**src/rtl/fp_pkg.sv**
```systemverilog
// Shared FP32 formats for the divider back end: raw-quotient and normalized-stage
// records, kind encoding, flag bit positions and IEEE constants.
package fp_pkg;

  typedef enum logic [1:0] {
    KIND_FINITE = 2'd0,
    KIND_ZERO   = 2'd1,
    KIND_INF    = 2'd2,
    KIND_NAN    = 2'd3
  } fp_kind_e;

  localparam int FLAG_INVALID   = 4;
  localparam int FLAG_DIVZERO   = 3;
  localparam int FLAG_OVERFLOW  = 2;
  localparam int FLAG_UNDERFLOW = 1;
  localparam int FLAG_INEXACT   = 0;

  localparam logic [31:0] FP_QNAN = 32'h7FC0_0000;
  localparam int          FP_BIAS = 127;
  localparam int          EXP_MAX = 255;

  typedef struct packed {
    logic        sign;
    logic [9:0]  exp;
    logic [26:0] mant;
    logic        sticky;
    fp_kind_e    kind;
    logic [1:0]  flags;
  } fp_raw_t;

  // Significand after normalization/denormalization, ready for rounding.
  typedef struct packed {
    logic        sign;
    logic [9:0]  exp;
    logic [22:0] frac;
    logic        guard;
    logic        sticky;
    logic        tiny;
    fp_kind_e    kind;
    logic [1:0]  flags;
  } fp_norm_t;

  function automatic logic rne_increment(input logic lsb, input logic guard, input logic sticky);
    return guard & (sticky | lsb);
  endfunction

endpackage

```
**src/rtl/fp_round_rne.sv**
```systemverilog
// Combinational round-to-nearest-even, carry handling, overflow saturation and
// IEEE single packing of a normalized significand.
module fp_round_rne
  import fp_pkg::*;
(
  input  fp_norm_t    norm,
  output logic [31:0] res,
  output logic [4:0]  flags
);

  logic [23:0] sum_s;
  logic [9:0]  exp_r_s;
  logic        inexact_s;

  always_comb begin
    sum_s     = {1'b0, norm.frac} + {23'd0, rne_increment(norm.frac[0], norm.guard, norm.sticky)};
    // A carry out leaves sum_s[22:0] at zero, which is the correct fraction.
    exp_r_s   = norm.exp + {9'd0, sum_s[23]};
    inexact_s = norm.guard | norm.sticky;
    res       = 32'd0;
    flags     = 5'd0;
    case (norm.kind)
      KIND_ZERO: res = {norm.sign, 31'd0};
      KIND_INF:  res = {norm.sign, 8'hFF, 23'd0};
      KIND_NAN:  res = FP_QNAN;
      default: begin
        if (exp_r_s >= 10'(EXP_MAX)) begin
          res                   = {norm.sign, 8'hFF, 23'd0};
          flags[FLAG_OVERFLOW]  = 1'b1;
          flags[FLAG_INEXACT]   = 1'b1;
        end else begin
          res                   = {norm.sign, exp_r_s[7:0], sum_s[22:0]};
          flags[FLAG_UNDERFLOW] = norm.tiny & inexact_s;
          flags[FLAG_INEXACT]   = inexact_s;
        end
      end
    endcase
    flags[FLAG_INVALID] = norm.flags[1];
    flags[FLAG_DIVZERO] = norm.flags[0];
  end

endmodule

```
**src/rtl/fp_div_post_norm.sv**
```systemverilog
// Two-stage elastic normalize/round/pack stage behind the Newton-Raphson FP32
// divider: stage 1 normalizes or denormalizes, stage 2 rounds and registers the result.
module fp_div_post_norm
  import fp_pkg::*;
(
  input  logic        clk,
  input  logic        rst,
  input  logic        in_valid,
  output logic        in_ready,
  input  logic        in_sign,
  input  logic [9:0]  in_exp,
  input  logic [26:0] in_mant,
  input  logic        in_sticky,
  input  logic [1:0]  in_kind,
  input  logic [1:0]  in_flags,
  output logic        out_valid,
  input  logic        out_ready,
  output logic [31:0] out,
  output logic [4:0]  out_flags
);

  fp_raw_t            raw_s;
  fp_norm_t           norm_s;
  logic [22:0]        frac_s;
  logic               guard_s;
  logic               sticky_s;
  logic signed [10:0] e_s;
  logic signed [10:0] sh_full_s;
  logic [4:0]         sh_m1_s;
  logic [48:0]        ext_s;
  logic [48:0]        shf_s;

  logic        s1_valid_q, s1_valid_d;
  fp_norm_t    s1_q, s1_d;
  logic        out_valid_q, out_valid_d;
  logic [31:0] out_q, out_d;
  logic [4:0]  out_flags_q, out_flags_d;
  logic        s2_advance;
  logic [31:0] rnd_res_s;
  logic [4:0]  rnd_flags_s;

  always_comb begin
    raw_s = '{sign: in_sign, exp: in_exp, mant: in_mant, sticky: in_sticky,
              kind: fp_kind_e'(in_kind), flags: in_flags};
    if (raw_s.mant[26]) begin
      frac_s   = raw_s.mant[25:3];
      guard_s  = raw_s.mant[2];
      sticky_s = (|raw_s.mant[1:0]) | raw_s.sticky;
      e_s      = $signed({raw_s.exp[9], raw_s.exp});
    end else begin
      frac_s   = raw_s.mant[24:2];
      guard_s  = raw_s.mant[1];
      sticky_s = raw_s.mant[0] | raw_s.sticky;
      e_s      = $signed({raw_s.exp[9], raw_s.exp}) - 11'sd1;
    end
    // Denormal shift is 1-e capped at 25; the vector below is pre-shifted by one.
    sh_full_s = 11'sd1 - e_s;
    sh_m1_s   = (sh_full_s > 11'sd25) ? 5'd24 : (sh_full_s[4:0] - 5'd1);
    ext_s     = {1'b1, frac_s, guard_s, 24'd0};
    shf_s     = ext_s >> sh_m1_s;

    norm_s.sign  = raw_s.sign;
    norm_s.kind  = raw_s.kind;
    norm_s.flags = raw_s.flags;
    if ((raw_s.kind == KIND_FINITE) && (e_s <= 11'sd0)) begin
      norm_s.frac   = shf_s[48:26];
      norm_s.guard  = shf_s[25];
      norm_s.sticky = sticky_s | (|shf_s[24:0]);
      norm_s.exp    = 10'd0;
      norm_s.tiny   = 1'b1;
    end else begin
      norm_s.frac   = frac_s;
      norm_s.guard  = guard_s;
      norm_s.sticky = sticky_s;
      norm_s.exp    = e_s[9:0];
      norm_s.tiny   = 1'b0;
    end
  end

  fp_round_rne u_round (
    .norm  (s1_q),
    .res   (rnd_res_s),
    .flags (rnd_flags_s)
  );

  assign s2_advance = !out_valid_q | out_ready;
  assign in_ready   = !s1_valid_q | s2_advance;

  // Next-state for both stages; each stage reloads only when its downstream drains.
  always_comb begin
    s1_valid_d  = s1_valid_q;
    s1_d        = s1_q;
    out_valid_d = out_valid_q;
    out_d       = out_q;
    out_flags_d = out_flags_q;
    if (in_ready) begin
      s1_valid_d = in_valid;
      if (in_valid) begin
        s1_d = norm_s;
      end else begin
        s1_d = s1_q;
      end
    end else begin
      s1_valid_d = s1_valid_q;
    end
    if (s2_advance) begin
      out_valid_d = s1_valid_q;
      if (s1_valid_q) begin
        out_d       = rnd_res_s;
        out_flags_d = rnd_flags_s;
      end else begin
        out_d       = out_q;
        out_flags_d = out_flags_q;
      end
    end else begin
      out_valid_d = out_valid_q;
    end
  end

  always_ff @(posedge clk or posedge rst) begin
    if (rst) begin
      s1_valid_q  <= 1'b0;
      out_valid_q <= 1'b0;
      out_q       <= 32'd0;
      out_flags_q <= 5'd0;
    end else begin
      s1_valid_q  <= s1_valid_d;
      out_valid_q <= out_valid_d;
      out_q       <= out_d;
      out_flags_q <= out_flags_d;
    end
  end

  always_ff @(posedge clk) begin
    s1_q <= s1_d;
  end

  assign out_valid = out_valid_q;
  assign out       = out_q;
  assign out_flags = out_flags_q;

endmodule

```
**config.mk**
```make
export PLATFORM = sky130hd
export DESIGN_NAME = fp_div_post_norm
export DESIGN_NICKNAME = d
export VERILOG_FILES = /design/src/rtl/fp_pkg.sv /design/src/rtl/fp_round_rne.sv /design/src/rtl/fp_div_post_norm.sv
export SDC_FILE = /design/constraint.sdc
export NUM_CORES = 1
export LEC_CHECK = 0
export ABC_AREA = 1
export CAP_MARGIN = 15
export CORE_ASPECT_RATIO = 0.75
export CORE_MARGIN = 2
export CORE_UTILIZATION = 50
export DETAILED_ROUTE_END_ITERATION = 6
export PLACE_DENSITY = 0.77
export SETUP_SLACK_MARGIN = 0.2
export SLEW_MARGIN = 20
export SYNTH_ARGS = -nofsm -noshare
export SYNTH_HDL_FRONTEND = slang
export SYNTH_SLANG_ARGS = --single-unit
```
**constraint.sdc**
```tcl
create_clock -name clk -period 4.45 [get_ports clk]
set_clock_uncertainty 0.2 [all_clocks]
set_input_delay 0.89 -clock clk [delete_from_list [all_inputs] [get_ports clk]]
set_output_delay 0.89 -clock clk [all_outputs]
set_load 0.05 [all_outputs]
```
Word level (Yosys, flattened, before mapping)

Cells that the tools add are included.

Register bits after elaboration: 80
Bits of input ports: 47
Output and inout bits: 39
Logic and storage cells: 54

Add/sub/neg operators: 5
Order comparisons: 3
Eq/ne operators: 3
Shift operators: 1
Mux-type cells: 12
Bitwise logic cells: 9
Reductions and logical operators: 9

Operators by type and width:

| operator                                                       | count |
|---|---|
| case mux 32 bit (3 select lines)                               | 1 |
| >> shifter 49 x 5 -> 49 bit                                    | 1 |
| two-way mux 31 bit                                             | 1 |
| two-way mux 26 bit                                             | 1 |
| OR reduction 25 bit                                            | 1 |
| adder 23 x 1 -> 24 bit                                         | 1 |
| two-way mux 23 bit                                             | 1 |
| greater-than comparator 11 x 6 -> 1 bit, second input constant | 1 |
| <= comparator 11 x 1 -> 1 bit, second input constant           | 1 |
| two-way mux 11 bit                                             | 1 |
| subtractor 10 x 2 -> 11 bit, second input constant             | 1 |
| subtractor 2 x 11 -> 11 bit, first input constant              | 1 |
| adder 10 x 1 -> 10 bit                                         | 1 |
| >= comparator 10 x 8 -> 1 bit, second input constant           | 1 |
| bitwise OR 1 bit                                               | 7 |
| two-way mux 1 bit                                              | 5 |
| two-way mux 5 bit                                              | 1 |
| subtractor 5 x 1 -> 5 bit, second input constant               | 1 |
| == test 2 bit, second input constant                           | 2 |
| AND reduction 2 bit                                            | 2 |
| two-way mux 3 bit                                              | 1 |
| OR reduction 3 bit                                             | 1 |
| AND 1 bit                                                      | 2 |
| == test 2 x 1 -> 1 bit, second input constant                  | 1 |
| other kinds (4)                                                | 5 |

Longest topological paths before layout

Gate-level depths: netlist of run 1.

Depth after elaboration: 9
Depth in mapped cells: 32
Depth with buffers taken out: 31

Modules after synthesis

Synthesis of run 1 repeated with hierarchy kept, for this count alone.

Cells, all modules: 938
Area, all modules: 6651.4 um^2

Modules (own cells, without submodules):

| module           | times used | cells an instance | area an instance (um^2) | sequential area each (um^2) |
|---|---|---|---|---|
| fp_div_post_norm | 1          | 693               | 5328.9                  | 2207.1 |
| fp_round_rne     | 1          | 245               | 1322.5                  | 0.0 |

Least setup slack after synthesis of run 1

OpenSTA, ideal clock, no wires.

Path type: flip-flop to flip-flop
Start point: reg s1_q[5] (netlist name)
End point: reg out_q[19] (netlist: out[19])
Library setup time: 0.122 ns
Arrival time: 3.905 ns
Data required time: 4.128 ns
Path slack: 0.223 ns
Cell stages (with the launch flop): 30
Path buffers: 1
Clock period less this slack: 4.227 ns
Cell sequence: edfxtp_1 -> o21a_1 -> ha_1 -> nand3_1 -> nor2_1 -> nand3_1 -> inv_1 -> nand4_1 -> nor3_1 -> nand2_1 -> nor2_1 -> nand2_1 -> nor2_1 -> nand2_1 -> nor2_1 -> nand2_1 -> nor2_1 -> and3_1 -> ha_1 -> ha_1 -> nand2_1 -> nor2_1 -> nand2_1 -> xor2_1 -> nor4_1 -> nand4_1 -> nand2_1 -> inv_1 -> clkbuf_1 -> a32o_1

Word-level cells in the longest chain between the ends: 7

Ends and longest elaborated chain:

| item                               | line                    | text |
|---|---|---|
| from (decl)                        | fp_div_post_norm.sv:34  | `fp_norm_t s1_q, s1_d;` |
| from (signal assigned)             | fp_div_post_norm.sv:135 | `s1_q <= s1_d;` |
| bitwise OR 1 bit *                 | fp_pkg.sv:44            | `return guard & (sticky \| lsb);` |
| AND 1 bit *                        | fp_pkg.sv:44            |  |
| adder 23 x 1 -> 24 bit *           | fp_round_rne.sv:16      | `sum_s = {1'b0, norm.frac} + {23'd0, rne_increment(norm.frac[0], norm.guard, norm.sticky)};` |
| adder 10 x 1 -> 10 bit             | fp_round_rne.sv:18      | `exp_r_s = norm.exp + {9'd0, sum_s[23]};` |
| >= comparator 10 x 8 -> 1 bit      | fp_round_rne.sv:27      | `if (exp_r_s >= 10'(EXP_MAX)) begin` |
| two-way mux 31 bit *               | fp_round_rne.sv:27      |  |
| case mux 32 bit (3 select lines) * | fp_round_rne.sv:22      | `case (norm.kind)` |
| to (signal assigned)               | fp_div_post_norm.sv:129 | `out_q <= out_d;` |
| to (decl)                          | fp_div_post_norm.sv:36  | `logic [31:0] out_q, out_d;` |

Mark *: on every way between the ends. The rest lies on a longest branch, timed or not.
A chain may end at the register's enable or synchronous reset.

Final worst setup path of run 1

Start point: reg s1_q[7] (netlist name)
End point: reg out_q[12] (netlist: out[12])

Word-level cells in the longest chain between the ends: 7

Ends and longest elaborated chain:

| item                               | line |
|---|---|
| bitwise OR 1 bit                   | fp_pkg.sv:44 |
| AND 1 bit                          | fp_pkg.sv:44 |
| adder 23 x 1 -> 24 bit *           | fp_round_rne.sv:16 |
| adder 10 x 1 -> 10 bit             | fp_round_rne.sv:18 |
| >= comparator 10 x 8 -> 1 bit      | fp_round_rne.sv:27 |
| two-way mux 31 bit *               | fp_round_rne.sv:27 |
| case mux 32 bit (3 select lines) * | fp_round_rne.sv:22 |

Marked as above.

==> results of run 1 <==
cells in the mapped netlist, types with 7 or more instances:
cell type | count | share of area
o21ai_0 | 56 | 0.047
inv_2 | 7 | 0.0044
dfrtp_1 | 39 | 0.16
nor2_1 | 64 | 0.040
nand3_1 | 162 | 0.14
ha_1 | 9 | 0.019
buf_2 | 7 | 0.0059
a21oi_1 | 27 | 0.023
nand2_1 | 252 | 0.16
inv_1 | 81 | 0.051
nand4_1 | 12 | 0.013
o22ai_1 | 8 | 0.0084
edfxtp_1 | 41 | 0.21
nor3_1 | 9 | 0.0076
nor2_2 | 7 | 0.0073
clkbuf_1 | 15 | 0.0094
buf_4 | 7 | 0.0088
xor2_1 | 11 | 0.016
power groups by stage:
stage / Clock (mW) / Sequential (mW) / Combinational [mW]
5_1_grt: 0.858 / 0.938 / 1.27
2_1_floorplan: 0 / 1.08 / 0.481
3_5_place_dp: 0 / 0.933 / 0.992
3_3_place_gp: 0 / 0.930 / 0.988
4_1_cts: 0.822 / 0.921 / 1.06
6_report: 0.832 / 0.931 / 1.18
routing by layer:
metal / share of wire / track usage / vias up / routed length (microns)
met5: 0 / 0 / - / 0
met4: 0.028 / 0.0786 / 0 / 580
met3: 0.090 / 0.0510 / 60 / 1850
met2: 0.45 / 0.440 / 463 / 9220
met1: 0.43 / 0.415 / 3236 / 8830
li1: - / - / 3322 / -
worst max-delay path: cells and delay by family (launching register included):
family	cells	cell delay, ns
AOI/OAI and AO/OA	2	0.39
xor gates and xnor gates	1	0.16
adders and majority gates	2	0.30
buffers and inverters	2	0.23
DFF	1	0.36
and+or+nand+nor	22	3.06
flip-flops by register name, summed over array words and instances (netlist names):
name	cells
out_valid	1
out_flags	5
s1_valid_q	1
out	32
s1_q	41
cell type report:
| type | count | share of cell area |
|---|---|---|
| multi-input combinational | 671 | 0.426 |
| sequential | 80 | 0.247 |
| timing repair buffer | 215 | 0.227 |
| inverter | 90 | 0.0400 |
| clock buffer | 11 | 0.0284 |
| tap | 162 | 0.0227 |
| clock inverter | 5 | 0.00965 |
logic make-up (layout without fill, tap and decap cells):
logic type                 Yosys count  in the layout  share of synthesized area
AOI/OAI and AO/OA                  115            115                      0.109
xor gates and xnor gates            15             15                     0.0220
adders and majority gates            9              9                     0.0189
buffers and inverters              124            321                     0.0868
DFF                                 80             80                      0.370
and+or+nand+nor                    530            532                      0.393
through the flow:
step / std cells / power (mW) / instance area [sq um] / setup TNS, ns / hold slack [ns]
finish: 1234 / 2.95 / 8940 / -10.27 / 0.247
global route: 1234 / 3.06 / 8940 / -22.02 / 0.272
CTS: 1218 / 2.81 / 8400 / 0 / 0.251
detailed placement: 1159 / 1.93 / 7480 / -1.30 / 0.234
global placement: 1159 / 1.92 / 7480 / -0.187 / 0.222
floorplan: 873 / 1.56 / 5960 / 0 / 0.218
repair_timing:
| item | 4_1_cts | 5_1_grt |
|---|---|---|
| endpoints found under the hold margin | 0 | 0 |
| pin swaps | 15 | 22 |
| setup buffers | 40 | 12 |
| resized for setup | 58 | 98 |
| gates cloned | 3 | 4 |
| endpoints found under the setup margin | 35 | 52 |
how the worst max path moves through the flow:
stage / startpoint / to / slack (ns)
floorplan: s1_q[5] / out[19] / 0.22
global placement: in_exp[0] / s1_q[5] / -0.11
detailed placement: in_exp[0] / s1_q[5] / -0.21
CTS: s1_q[5] / out[19] / 0.14
global route: s1_q[7] / out[19] / -0.71
finish: s1_q[7] / out[12] / -0.39
==> results_dict.tcl, run 1 <==
set metrics [dict create \
    netlist-cell-type-count 44 \
    synth-main-ff-cell "edfxtp_1" \
    die_area_sq_mm 0.0128 \
    htree_num_levels 3 \
    p_int_mw 1.85 \
    placementRows 34 \
    initial_utilization 0.514 \
    setup_slack_ns -0.391 \
    wl_microns 20500 \
    multi_input_area_sq_mm 0.00381 \
    final-max-slew-violation-count 0 \
    p_switching_mw 1.10 \
    rsz0062_at_grt "true" \
    min_path_type "flip-flop to flip-flop" \
    required_ns 4.47 \
    crit_fanout 6 \
    grt_antenna_before_repair 0 \
    ff_latch_area_sq_mm 0.00221 \
    gp_congestion 0.941 \
    power_frac_clock 0.282 \
    min_period_ns 4.84 \
    min_period_over_period 1.09 \
    crit_type "flip-flop to flip-flop" \
    drv_cap 0 \
    fillers 829 \
    grt_overflow_total 0 \
    cts_inserted_buffers 9 \
    portBuffers 85 \
    area_delta_synth_final_pct 50.0 \
    min_to "out_flags[3]" \
    layout-drive-gt1-share 0.260 \
    drc 0 \
    hold_violations 0 \
    cts_sinks 80 \
    core_sq_mm 0.0116 \
    cp-end-kind "flip-flop" \
    cts_tree "yes" \
    cts-root-buf "clkbuf_16" \
    power.density_mw_per_mm2 330 \
    fmax_mhz 207 \
    slowest_delay_ns 0.36 \
    combPwrFrac 0.402 \
    status "finished, violations left" \
    postCtsHoldBufs 0 \
    r2r_setup_slack_ns -0.39 \
    synth-edff-count 41 \
    mostFrequentLayoutCell "nand2_1" \
    crit_arrival_ns 4.86 \
    dp_hpwl_microns 12400 \
    antenna_cells 0 \
    tightest_slew_ns 0.889 \
    vdd_drop_max_v 0.000217 \
    die_w_microns 130 \
    insertion_delay_ns 0.34 \
    ys_warn_count 0 \
    synth_fp_nets 929 \
    wl_per_cell_microns 16.6 \
    p_leak_nw 4.10 \
    drtIter0Drc 923 \
    r2r_cells 29 \
    cp-start-kind "flip-flop" \
    pwr-share-seq 0.316 \
    violations "setup timing" \
    hp-start "s1_q[0]" \
    grt_pass1_wl_microns 29200 \
    switching_share 0.373 \
    drtAntennaViolNets 0 \
    setup_viol 34 \
    io_pins 86 \
    grt_usage 0.286 \
    critical-path-slowest-cell "edfxtp_1" \
    syn_avg_cell_area_sq_um 6.83 \
    synth.cell_area_sq_mm 0.00596 \
    async_flop_share 0.488 \
    hold_depth 2 \
    final_cell_mix "nand2_1, buf_4, nand3_1" \
    vias 7081 \
    grt_pass1_vias 5986 \
    first_pass_iters 5 \
    grt_max_degree 42 \
    place_ws_ns -0.209 \
    post_synth_inst_count 873 \
    ys_ff_latch 80 \
    r2r-end "out[12]" \
    relSlewSlack 0.407 \
    via_per_inst 5.74 \
    clk_path_buf_depth 2 \
    finalNetCount 1123 \
    clk_pin_slew_ns 0.07 \
    die_h_microns 98.6 \
    yosysSeqAreaShare 0.370 \
    r2r_start "s1_q[7]" \
    utilization 0.770 \
]
(Power assumes the default switching activity.)
==> run 2: changes to the inputs <==
- PLACE_DENSITY: 0.77 -> 0.83
==> results_dict.tcl, run 2 (synthesized netlist as in run 1, its figures left out) <==
set metrics [dict create \
    status "finished, violations left" \
    violations "setup timing" \
    min_period_ns 4.69 \
    critical-path-slowest-cell "edfxtp_1" \
    hp-start "s1_q[1]" \
    cts-root-buf "clkbuf_16" \
    finalNetCount 1145 \
    grt_pass1_wl_microns 30800 \
    slowest_delay_ns 0.36 \
    grt_pass1_vias 6214 \
    setup_viol 34 \
    grt_max_degree 40 \
    r2r_setup_slack_ns -0.24 \
    p_int_mw 1.73 \
    grt_overflow_total 0 \
    switching_share 0.400 \
    vdd_drop_max_v 0.000246 \
    cts_sinks 80 \
    drtAntennaViolNets 0 \
    relSlewSlack 0.516 \
    fmax_mhz 213 \
    cp-end-kind "flip-flop" \
    combPwrFrac 0.447 \
    drtIter0Drc 938 \
    utilization 0.813 \
    crit_type "flip-flop to flip-flop" \
    postCtsHoldBufs 0 \
    p_leak_nw 4.29 \
    top_register "s1_q" \
    drv_cap 0 \
    antenna_cells 0 \
    p_switching_mw 1.16 \
    placementRows 34 \
    cts_inserted_buffers 9 \
    insertion_delay_ns 0.34 \
    setup_slack_ns -0.237 \
    io_pins 86 \
    place_ws_ns -0.240 \
    min_period_over_period 1.05 \
    gp_congestion 0.942 \
    via_per_inst 5.84 \
    grt_usage 0.302 \
    clk_path_buf_depth 2 \
    core_sq_mm 0.0116 \
    hold_violations 0 \
    total_power_mw 2.89 \
    crit_arrival_ns 4.70 \
    power_frac_clock 0.228 \
    mostFrequentLayoutCell "nand2_1" \
    tightest_slew_ns 0.724 \
    whs_ns 0.257 \
    wl_per_cell_microns 18.0 \
    grt_antenna_before_repair 0 \
    rsz0062_at_grt "true" \
    vias 7338 \
    required_ns 4.47 \
    layout-drive-gt1-share 0.339 \
    drc 0 \
    cp-start-kind "flip-flop" \
    die_h_microns 98.6 \
    first_pass_iters 6 \
    fillers 679 \
    cts_tree "yes" \
    htree_num_levels 3 \
    wl_microns 22600 \
    cp-startpoint "s1_q[5]" \
    die_w_microns 130 \
    fin_tns_setup_ns -6.10 \
    r2r_start "s1_q[5]" \
    crit_top_cell "nand2_2" \
    die_area_sq_mm 0.0128 \
    power.density_mw_per_mm2 306 \
    dp_hpwl_microns 12700 \
    largest_reg_flops 41 \
    pwr-share-seq 0.325 \
    portBuffers 85 \
    initial_utilization 0.514 \
    crit_fanout 6 \
    final-max-slew-violation-count 0 \
    area_delta_synth_final_pct 58.2 \
    final_cell_mix "nand2_1, buf_4, nand3_2" \
    min_path_type "flip-flop to flip-flop" \
    clk_pin_slew_ns 0.06 \
]
==> run 2: changes by cell type in the layout (fill, tap and decap cells not counted), moves of 10 or more <==
cell     delta
nand2_1    -13
nand2_2    +13
nand3_1    -39
nand3_2    +25
buf_4      +18
o21ai_1    -10
nand3_4    +14
==> run 2: final timing paths <==
kind	endpoint	cells past startpoint
max	out[9]	30
min	out_flags[4]	2
max reg2reg	out[9]	30
min reg2reg	out_flags[4]	2
max in group asynchronous	out[5]	3
min in group asynchronous	out[21]	3
==> run 2: per-stage QoR <==
stage	cells	cell area, sq um
after floorplan	873	5960
after global placement	1171	7500
after detailed placement	1171	7500
after CTS	1238	8450
after global routing	1256	9440
final	1256	9440
==> run 2: worst max-delay path, delay by kind of cell, from the launching register on <==
family	cells	cell delay (ns)
buffers and inverters	4	0.48
AO/OA/AOI/OAI	2	0.42
AND/OR/NAND/NOR	22	2.79
adder cells (fa/ha/maj)	2	0.31
flip-flops	1	0.36
==> run 2: power by group through the flow <==
stage                     combinational [mW]  sequential [mW]  clock, mW
after floorplan                        0.481             1.08          0
after global placement                 0.994            0.931          0
after detailed placement               0.999            0.936          0
after CTS                               1.08            0.923      0.658
after global routing                    1.37            0.942      0.687
final                                   1.29            0.937      0.659
==> run 2: what timing repair did <==
| action | CTS | global route |
|---|---|---|
| setup endpoints to repair | 35 | 58 |
| setup buffers | 50 | 13 |
| pin swaps | 29 | 69 |
| gates cloned | 1 | 5 |
| gates resized for setup | 72 | 187 |
==> run 2: layer usage <==
layer / wire length [microns] / part of all wire / GRT usage
met1: 9530 / 0.42 / 0.449
met2: 10100 / 0.45 / 0.464
met3: 2110 / 0.093 / 0.0505
met4: 821 / 0.036 / 0.0629
met5: 0 / 0 / 0
==> run 2: area by class of cell <==
| cell class | instances | area, sq um | share of cell area |
|---|---|---|---|
| Clock inverter | 5 | 31.3 | 0.00331 |
| Timing Repair Buffer | 236 | 2150 | 0.227 |
| Tap cell | 162 | 203 | 0.0215 |
| Sequential cell | 80 | 2210 | 0.234 |
| Inverter | 90 | 353 | 0.0374 |
| Clock buffer | 11 | 233 | 0.0247 |
| Multi-Input combinational cell | 672 | 4270 | 0.452 |
==> run 3: changes to the inputs <==
- CORE_MARGIN: 2 -> default
- GPL_ROUTABILITY_DRIVEN: default -> 0
==> results_dict.tcl, run 3 (synthesized netlist as in run 1, its figures left out) <==
set metrics [dict create \
    r2r_start "s1_q[7]" \
    wl_per_cell_microns 20.5 \
    insertion_delay_ns 0.35 \
    drc 41 \
    place_ws_ns -0.224 \
    placementRows 34 \
    clk_path_buf_depth 2 \
    r2r-end "out[27]" \
    utilization 0.824 \
    htree_num_levels 3 \
    final_cell_mix "nand2_1, buf_4, nand3_2" \
    hp-start "s1_q[0]" \
    cp-end-kind "flip-flop" \
    crit_fanout 7 \
    crit_buf_inv 3 \
    min_period_over_period 1.17 \
    dp_hpwl_microns 12100 \
    whs_ns 0.291 \
    die_w_microns 128 \
    postCtsHoldBufs 0 \
    top_register "s1_q" \
    die_h_microns 96.6 \
    required_ns 4.53 \
    first_pass_iters 7 \
    fin_area_sq_mm 0.00957 \
    drtIter0Drc 1587 \
    crit_arrival_ns 5.29 \
    place_inst 1145 \
    relSlewSlack 0.400 \
    grt_pass1_wl_microns 32800 \
    cts_tree "yes" \
    via_per_inst 6.25 \
    vias 7985 \
    grt_usage 0.345 \
    cts-root-buf "clkbuf_16" \
    rsz0062_at_grt "true" \
    setup_slack_ns -0.764 \
    min_path_type "flip-flop to flip-flop" \
    multi_input_area_sq_mm 0.00419 \
    r2r_setup_slack_ns -0.76 \
    grt_max_degree 42 \
    grt_antenna_before_repair 0 \
    grt_overflow_total 0 \
    crit_top_cell "nand2_2" \
    initial_utilization 0.514 \
    min_to "out_flags[3]" \
    final_cells 1277 \
    grt_pass1_vias 6516 \
    vdd_drop_max_v 0.000273 \
    area_delta_synth_final_pct 60.4 \
    antenna_cells 0 \
    critical-path-slowest-cell "edfxtp_1" \
    min_period_ns 5.21 \
    core_sq_mm 0.0116 \
    cts_inserted_buffers 9 \
    power.density_mw_per_mm2 319 \
    layout-drive-gt1-share 0.344 \
    largest_reg_flops 41 \
    io_pins 86 \
    setup_viol 34 \
    tightest_slew_ns 0.890 \
    ff_latch_area_sq_mm 0.00221 \
    slowest_delay_ns 0.38 \
    clk_pin_slew_ns 0.07 \
    total_power_mw 3.05 \
    portBuffers 85 \
    wl_microns 26100 \
    violations "DRC, setup timing" \
    hold_depth 2 \
    final-max-slew-violation-count 0 \
    crit_type "flip-flop to flip-flop" \
    mostFrequentLayoutCell "nand2_1" \
    r2r_cells 31 \
    path_delay_family "simple AND/OR/NAND/NOR gates" \
    die_area_sq_mm 0.0124 \
    drtAntennaViolNets 0 \
    status "finished, violations left" \
    fin_tns_setup_ns -23.03 \
    finalNetCount 1166 \
    fmax_mhz 192 \
    drv_cap 0 \
    fillers 666 \
    placed_cell_area_sq_mm 0.00733 \
    cp-start-kind "flip-flop" \
    cts_sinks 80 \
    hold_violations 0 \
    p_leak_nw 4.36 \
]
-- run 3: cell types whose count changed in the layout (fill, tap and decap cells not counted), sizes merged --
cell / change
inv: -1
clkbuf: -2
bufinv: +2
buf: +22
-- run 3: area by class of cell --
cell class	count	share of cell area
inverter	90	0.0366
timing repair buffer	257	0.239
sequential	80	0.231
tap	162	0.0212
multi-input combinational	672	0.438
clock buffer	10	0.0250
clock inverter	6	0.00955
-- run 3: how the worst max path moves through the flow --
stage	start	end	slack, ns	depth (start not counted)
global placement	in_exp[0]	s1_q[5]	-0.12	28
floorplan	s1_q[5]	out[19]	0.22	29
global route	s1_q[7]	out[8]	-0.92	30
detailed placement	in_exp[0]	s1_q[5]	-0.22	28
CTS	s1_q[7]	out[9]	0.10	29
finish	s1_q[7]	out[27]	-0.76	31
-- run 3: worst reg2reg max path, delay by kind of cell (launching register included) --
| kind | cells | cell delay, ns |
|---|---|---|
| compound gates | 2 | 0.35 |
| xor+xnor | 1 | 0.17 |
| fa+ha+maj | 2 | 0.30 |
| buf+inv | 3 | 0.32 |
| flops | 1 | 0.38 |
| simple gates | 23 | 3.44 |
-- run 3: what timing repair did --
action                                  in CTS  in global routing
buffers inserted                            94                 17
gates resized for setup                     47                188
gates cloned                                 0                  5
pin swaps                                   13                 63
endpoints found under the setup margin      35                 51
-- run 3: power by group --
group          internal, mW  total [mW]  switching [mW]
logic                 0.456        1.27           0.817
clock network         0.510       0.832           0.322
registers             0.872       0.947          0.0754
-- run 3: routing by layer --
| layer | share of wire | track usage | vias to the layer above |
|---|---|---|---|
| met3 | 0.14 | 0.0920 | 216 |
| li1 | - | - | 3405 |
| met5 | 0.0010 | 0 | - |
| met2 | 0.45 | 0.563 | 810 |
| met4 | 0.063 | 0.147 | 2 |
| met1 | 0.35 | 0.437 | 3552 |
